## src/rtl/booth_r4_mul.sv

```systemverilog
// booth_r4_mul: radix-4 (modified Booth) sequential multiplier with signed/unsigned mode and start/busy/done handshake
module booth_r4_mul #(
   parameter int N  = 16,
   parameter int CW = $clog2(N/2+2)
) (
   input  logic           clk,
   input  logic           rst_n,
   input  logic           start,
   input  logic           signed_mode,
   input  logic [N-1:0]   a_in,
   input  logic [N-1:0]   b_in,
   output logic           busy,
   output logic           done,
   output logic [2*N-1:0] product
);
   if (N < 4 || N % 2 != 0) begin : g_bad_n
      $error("booth_r4_mul: N must be even and >= 4");
   end
   typedef enum logic {IDLE, RUN} state_t;
   state_t         state;
   logic [N+3:0]   acc;
   logic [N+1:0]   mcand;
   logic [N+1:0]   mplier;
   logic           q_m1;
   logic [CW-1:0]  cnt;
   logic [N+3:0]   m1;
   logic [N+3:0]   m2;
   logic [N+3:0]   addend;
   logic [N+3:0]   acc_sum;
   logic [2*N+6:0] step;
   // Recode {Q[1:0],q[-1]} into a Booth digit, accumulate digit*M, then shift {A,Q,q[-1]} right by two
   always_comb begin
      m1 = {{2{mcand[N+1]}}, mcand};
      m2 = {mcand[N+1], mcand, 1'b0};
      case ({mplier[1:0], q_m1})
         3'b001, 3'b010: addend = m1;
         3'b011:         addend = m2;
         3'b100:         addend = -m2;
         3'b101, 3'b110: addend = -m1;
         default:        addend = '0;
      endcase
      acc_sum = acc + addend;
      step    = $signed({acc_sum, mplier, q_m1}) >>> 2;
   end
   // Control FSM: capture operands on start, run N/2+1 digit steps, publish product with a one-cycle done
   always_ff @(posedge clk or negedge rst_n) begin
      if (!rst_n) begin
         state   <= IDLE;
         busy    <= 1'b0;
         done    <= 1'b0;
         product <= '0;
         acc     <= '0;
         mcand   <= '0;
         mplier  <= '0;
         q_m1    <= 1'b0;
         cnt     <= '0;
      end else begin
         done <= 1'b0;
         case (state)
            IDLE: if (start) begin
               mcand  <= {{2{signed_mode & a_in[N-1]}}, a_in};
               mplier <= {{2{signed_mode & b_in[N-1]}}, b_in};
               q_m1   <= 1'b0;
               acc    <= '0;
               cnt    <= CW'(N/2+1);
               state  <= RUN;
               busy   <= 1'b1;
            end
            RUN: begin
               {acc, mplier, q_m1} <= step;
               cnt <= cnt - CW'(1);
               if (cnt == CW'(1)) begin
                  product <= step[2*N:1];
                  done    <= 1'b1;
                  busy    <= 1'b0;
                  state   <= IDLE;
               end
            end
            default: state <= IDLE;
         endcase
      end
   end
endmodule

```

## config.mk

```make
export PLATFORM = sky130hd
export DESIGN_NAME = booth_r4_mul
export DESIGN_NICKNAME = d
export VERILOG_FILES = /design/src/rtl/booth_r4_mul.sv
export SDC_FILE = /design/constraint.sdc
export NUM_CORES = 1
export LEC_CHECK = 0
export ABC_AREA = 1
export ABC_CLOCK_PERIOD_IN_PS = 3300
export CAP_MARGIN = 20
export CORE_UTILIZATION = 50
export CTS_CLUSTER_SIZE = 10
export DETAILED_ROUTE_END_ITERATION = 8
export PLACE_DENSITY = 0.73
export RECOVER_POWER = 100
export SKIP_LAST_GASP = 1
export SLEW_MARGIN = 30
export SYNTH_ARGS = -nofsm -noshare
export SYNTH_HDL_FRONTEND = slang
export SYNTH_SLANG_ARGS = --single-unit
```

## constraint.sdc

```tcl
create_clock -name clk -period 3.3 [get_ports clk]
set_input_delay 0.66 -clock clk [delete_from_list [all_inputs] [get_ports clk]]
set_output_delay 0.66 -clock clk [all_outputs]
set_load 0.01 [all_outputs]
```

==> flow_summary.toml, run 1 <==
[logic_synthesis]
synth_top_area_share_pct = 42.3
ys.flop_type = "dfrtp_1"
synth_seq_area_share_pct = 42.3
synth_edf_count = 0
synth_top_cells_by_area = "dfrtp_1 42%, nand2_1 17%, ha_1 5.0%, inv_1 4.9%, nand3_1 4.2%"
ys_seq_elements = 93
yosys.area.top_type = "dfrtp_1"
yosysWarnings = 0
syn_area_um2 = 5500
syn_inst = 742
syn_avg_cell_area_um2 = 7.41
async_flop_share_pct = 100
syn_nets = 801
ys_types = 39

[placed_design]
routabilityCongestion = 0.937
dpl.hpwl_mm = 11.4
place_area_um2 = 6350
numPortBuffers = 69

[sta]
rsz0062_at_grt = "true"
timing.setup.tns_ns = 0
maxSlewHeadroom_pct = -36.1
worstMarginPinSlew_ns = 2.04
drv_slew = 79
skew_ns = 0.00936
fin_crit_sh_pct = 95.2
max_clock_freq_mhz = 318
finalCriticalPeriod_ns = 3.14
finalSetupViolations = 0
timing_hold_violations_final = 0

[grt]
gr-total-overflow = 0
antenna_found_initial = 0
grt_pass1_vias = 5043
grt_usage_pct = 28.4
grt_pass1_wl_mm = 24.8
grt_start_max_net_pins = 58

[detailed_routing]
ant_nets = 0
firstDrtPassIters = 9
wl_mm = 15.3
drtIter0Drc = 297
vias = 5244
drcViolationCount = 1
wl_per_cell_um = 16.0
dr.max_layer_used = "met4"
route.met3.wl_um = 879
routed_via_density = 5.48
wl_met1_mm = 7.25
wl_met2_mm = 6.82

[die]
std_cell_rows = 37
die_h_um = 107
fp.coreArea_um2 = 10500
die_w_um = 107
io_pins = 70
die-area_um2 = 11400
start_util_pct = 52.3

[finish]
n_antenna_cell = 0
mostFrequentLayoutCell = "nand2_1"
final_cell_mix = "252 x nand2_1, 93 x dfrtp_1, 71 x inv_1"
fin_area_um2 = 6610
syn_to_final_growth_pct = 20.3
finalNetCount = 875
drive_gt1_share_pct = 6.82

[worst_setup_path]
slowest_delay_ns = 0.43
start_kind = "flop"
crit_chain = "inv_1 -> nand2_1 -> nor3_1 -> nor2_1 -> a21oi_1 -> nand2_1 -> o2111ai_1 -> ha_1 -> nand2_1 -> nand2_1 -> nand2_1 -> and2_0 -> o211ai_1 -> nor2_1 -> nand3b_1 -> nand2_1"
reg2reg_to = "product[27]"
cp_common_cell = "nand2_1"
reg2regPathDepth = 16
critical_path_class = "flop to flop"
timing.rr.start = "mcand[4]"
r2r_slack_ns = 0.16
crit_slowest_cell = "dfrtp_1"
required_ns = 3.57
arrival_ns = 3.41
critPathMaxFanout = 5
endpoint_kind = "flop"

[clock_tree]
numCtsBuffers = 9
clockBufferDepth = 2
clk_pin_slew_ns = 0.09
clkLatencyLatePin_ns = 0.39
h-tree-depth = 3
cts_hold_buf = 0
cts_tree = "built"
clock-root-buffer = "clkbuf_8"
cts.sinks = 93

[hold_path]
worstHoldStart = "product[10]"
hold_class = "flop to flop"
holdPathEnd = "product[10]"
hold_path_depth = 2

[run]
maxCapViolCount = 2

[outcome]
violations = "DRC, capacitance limit, slew limit"
status = "complete, but fails checks"
## registers in the layout, summed over array words and instances (netlist names)
register,flops
state,1
busy,1
acc,18
product,32
mcand,17
q_m1,1
done,1
mplier,18
cnt,4
## worst max-delay path by stage
stage | from | endpoint | depth (start not counted)
final | mcand[4] | product[27] | 16
after global routing | mcand[1] | acc[15] | 17
after CTS | mcand[0] | product[27] | 19
after detailed placement | mcand[0] | acc[18] | 20
after global placement | mcand[1] | acc[18] | 20
after floorplan | mcand[1] | acc[18] | 21
## what timing repair did
action                     CTS  global route
resized for setup            1            17
pin swaps                    0             7
setup endpoints to repair    1            18
buffers inserted             0             5
## synth_stat cells, types with 4 or more instances
library cell    n
nand2_1       254
dfrtp_1        93
inv_1          72
nor2_1         53
nand3_1        46
o21ai_0        44
a21oi_1        25
ha_1           22
o21ai_1        22
buf_2          13
nand4_1         9
o221ai_1        9
o211ai_1        7
xnor2_1         6
xor2_1          6
nand3b_1        5
nor3_1          5
o22ai_1         5
a22oi_1         4
buf_1           4
clkbuf_1        4
nor2_2          4
o2111ai_1       4
or2_2           4
## routing by layer
metal  global-route usage [%]  up-vias
met4                     8.12        0
met3                     7.29       32
met5                        0        -
li1                         -     2586
met1                     39.6     2453
met2                     43.5      173
## area by class of cell
| cell class | count | area, um^2 |
|---|---|---|
| Clock buffer | 12 | 155 |
| Sequential cell | 93 | 2330 |
| Timing Repair Buffer | 87 | 808 |
| Clock inverter | 4 | 55.1 |
| Fill cell | 950 | 3900 |
| Inverter | 75 | 282 |
| Tap cell | 136 | 170 |
| Multi-Input combinational cell | 550 | 2810 |
## worst max-delay path, delay by kind of cell (launching register included)
kind	cells	cell delay, ns
AO/OA/AOI/OAI	3	0.52
adder cells (fa/ha/maj)	1	0.38
buffers and inverters	1	0.15
flip-flops	1	0.43
AND/OR/NAND/NOR	11	1.56
## through the flow
stage	instances	hold slack, ns	setup WS, ns	utilization, %
6_report	957	0.475	0.157	62.9
5_1_grt	957	0.518	-0.114	62.9
4_1_cts	952	0.239	0.0159	62.4
3_5_place_dp	936	0.465	0.0130	60.4
3_3_place_gp	936	0.455	0.109	60.4
2_1_floorplan	742	0.364	0.659	-
## kinds of logic (layout without fill, tap and decap cells)
logic type / count (synthesis) / after routing / share of synthesized area (%)
AND/OR/NAND/NOR: 385 / 385 / 29.2
AO/OA/AOI/OAI: 130 / 130 / 13.9
buffers and inverters: 99 / 178 / 7.26
flip-flops: 93 / 93 / 42.3
adder cells (fa/ha/maj): 23 / 23 / 5.37
XOR/XNOR: 12 / 12 / 1.91
Power of run 1 is left out: the tool's default activity adds up to more than one toggle a clock period on the data nets, which glitch-free logic cannot reach.
==> run 2: changes to the inputs <==
Settings changed: CORE_MARGIN from default to 10.
==> run 2 against run 1 <==
  * The run now ends clean
  * Utilization is 1.2 points lower
  * Hold slack improved by 0.011 ns
  * Sequential cell count is the same
  * Critical path depth increased by 4
  * Die area rose by 37%
  * Clock skew up 0.0067 ns
  * First-iteration DRC count rose by 22%
  * Via count down 1.8%
  * Count of clock-buffer cells in the layout down 3
  * Worst setup slack improved by 0.081 ns
  * Largest cell class unchanged
  * Highest routed layer unchanged
==> flow_summary.toml, run 2 (synthesis results as in run 1) <==
[outcome]
status = "finished clean"

[finish]
drive_gt1_share_pct = 8.56
largest_reg_flops = 32
finalNetCount = 872
final_cell_mix = "252 x nand2_1, 92 x dfrtp_1, 68 x inv_1, 68 x clkdlybuf4s50_1, 49 x nor2_1"
top_register = "product"
reg.largest.list = "product x32, acc x18, mplier x18"
mostFrequentLayoutCell = "nand2_1"
final_cell_count_no_fill = 958
nFillCells = 998
fin_util_pct = 61.7
n_antenna_cell = 0
syn_to_final_growth_pct = 21.2

[placed_design]
numPortBuffers = 69
routabilityCongestion = 0.953
place_inst = 937
dpl.hpwl_mm = 11.7
place_ws_ns = -0.00782

[clock_tree]
h-tree-depth = 3
clock-root-buffer = "clkbuf_8"
clk_pin_slew_ns = 0.11
cts_tree = "built"
cts_hold_buf = 0
numCtsBuffers = 9
clkLatencyLatePin_ns = 0.39
clockBufferDepth = 2
cts.sinks = 93

[worst_setup_path]
critPathMaxFanout = 5
required_ns = 3.57
arrival_ns = 3.34
cp_common_cell = "nand2_1"
critical_path_class = "flop to flop"
slowest_delay_ns = 0.40
start_kind = "flop"
crit_chain = "inv_2 -> ha_2 -> nand2_2 -> nor2_4 -> nand2_1 -> nor2_2 -> nand2_1 -> xor2_1 -> nand2_1 -> nand4_1 -> ha_4 -> nand2_1 -> inv_2 -> nand2_1 -> nor3_2 -> nand4_1 -> nand3_2 -> nand3_1 -> nand3_1 -> nand2_1"
endpoint_kind = "flop"
crit_slowest_cell = "dfrtp_1"

[hold_path]
hold_class = "flop to flop"

[grt]
antenna_found_initial = 0
grt_start_max_net_pins = 58
gr-total-overflow = 0
grt_pass1_vias = 5193
grt_usage_pct = 19.8
grt_pass1_wl_mm = 25.7

[sta]
rsz0062_at_grt = "true"
max_clock_freq_mhz = 327
finalCriticalPeriod_ns = 3.06
worstMarginPinSlew_ns = 1.47
finalSetupViolations = 0
fin_crit_sh_pct = 92.8
timing_hold_violations_final = 0
drv_slew = 0
maxSlewHeadroom_pct = 1.96
skew_ns = 0.0161
setup_slack_ns = 0.239

[die]
die-area_um2 = 15600
fp.coreArea_um2 = 10800
std_cell_rows = 38
die_h_um = 125
die_w_um = 125
io_pins = 70
start_util_pct = 50.9

[detailed_routing]
firstDrtPassIters = 5
wl_mm = 15.5
ant_nets = 0
routed_via_density = 5.38
drcViolationCount = 0
vias = 5151
drtIter0Drc = 363
wl_per_cell_um = 16.2

[run]
maxCapViolCount = 0
run 2: final timing paths:
path,start,end,slack [ns],depth (start not counted)
setup / recovery,mcand[1],acc[18],0.24,20
hold / removal,product[10],product[10],0.49,2
setup reg to reg,mcand[1],acc[18],0.24,20
hold reg to reg,product[10],product[10],0.49,2
max in group asynchronous,rst_n,mplier[7],1.03,2
min in group asynchronous,rst_n,mcand[2],0.60,1
run 2: area by class of cell:
type	instances	area, um^2	area share (%)
tap	140	175	2.63
sequential	93	2330	35.0
timing repair buffer	84	803	12.1
multi-input combinational	550	2870	43.1
clock buffer	9	124	1.86
inverter	75	282	4.23
clock inverter	7	80.1	1.20
run 2: per-layer routing:
| layer | global-route usage, % | wire (um) | up-vias |
|---|---|---|---|
| met1 | 26.3 | 7460 | 2421 |
| met4 | 7.45 | 343 | 0 |
| met2 | 31.7 | 7030 | 144 |
| met3 | 3.19 | 666 | 23 |
| met5 | 0 | 0 | - |
| li1 | - | - | 2563 |
run 2: critical path, delay by kind of cell, from the launching register on:
| kind | cells | cell delay (ns) |
|---|---|---|
| XOR/XNOR | 1 | 0.16 |
| adder cells (fa/ha/maj) | 2 | 0.55 |
| AND/OR/NAND/NOR | 15 | 1.66 |
| flip-flops | 1 | 0.40 |
| buffers and inverters | 2 | 0.17 |
run 2: timing repair:
item | 4_1_cts | 5_1_grt
hold endpoints to repair | 0 | 0
setup buffers | 0 | 5
resized for setup | 2 | 29
pin swaps | 0 | 13
endpoints found under the setup margin | 2 | 17
run 2: per-stage QoR:
stage          hold WS (ns)  cell area, um^2  setup TNS, ns
2_1_floorplan         0.364             5500              0
4_1_cts               0.350             6540              0
5_1_grt               0.509             6660        -0.0378
6_report              0.486             6660              0
3_5_place_dp          0.457             6330       -0.00782
3_3_place_gp          0.457             6330              0
Power of run 2 is left out for the same reason.
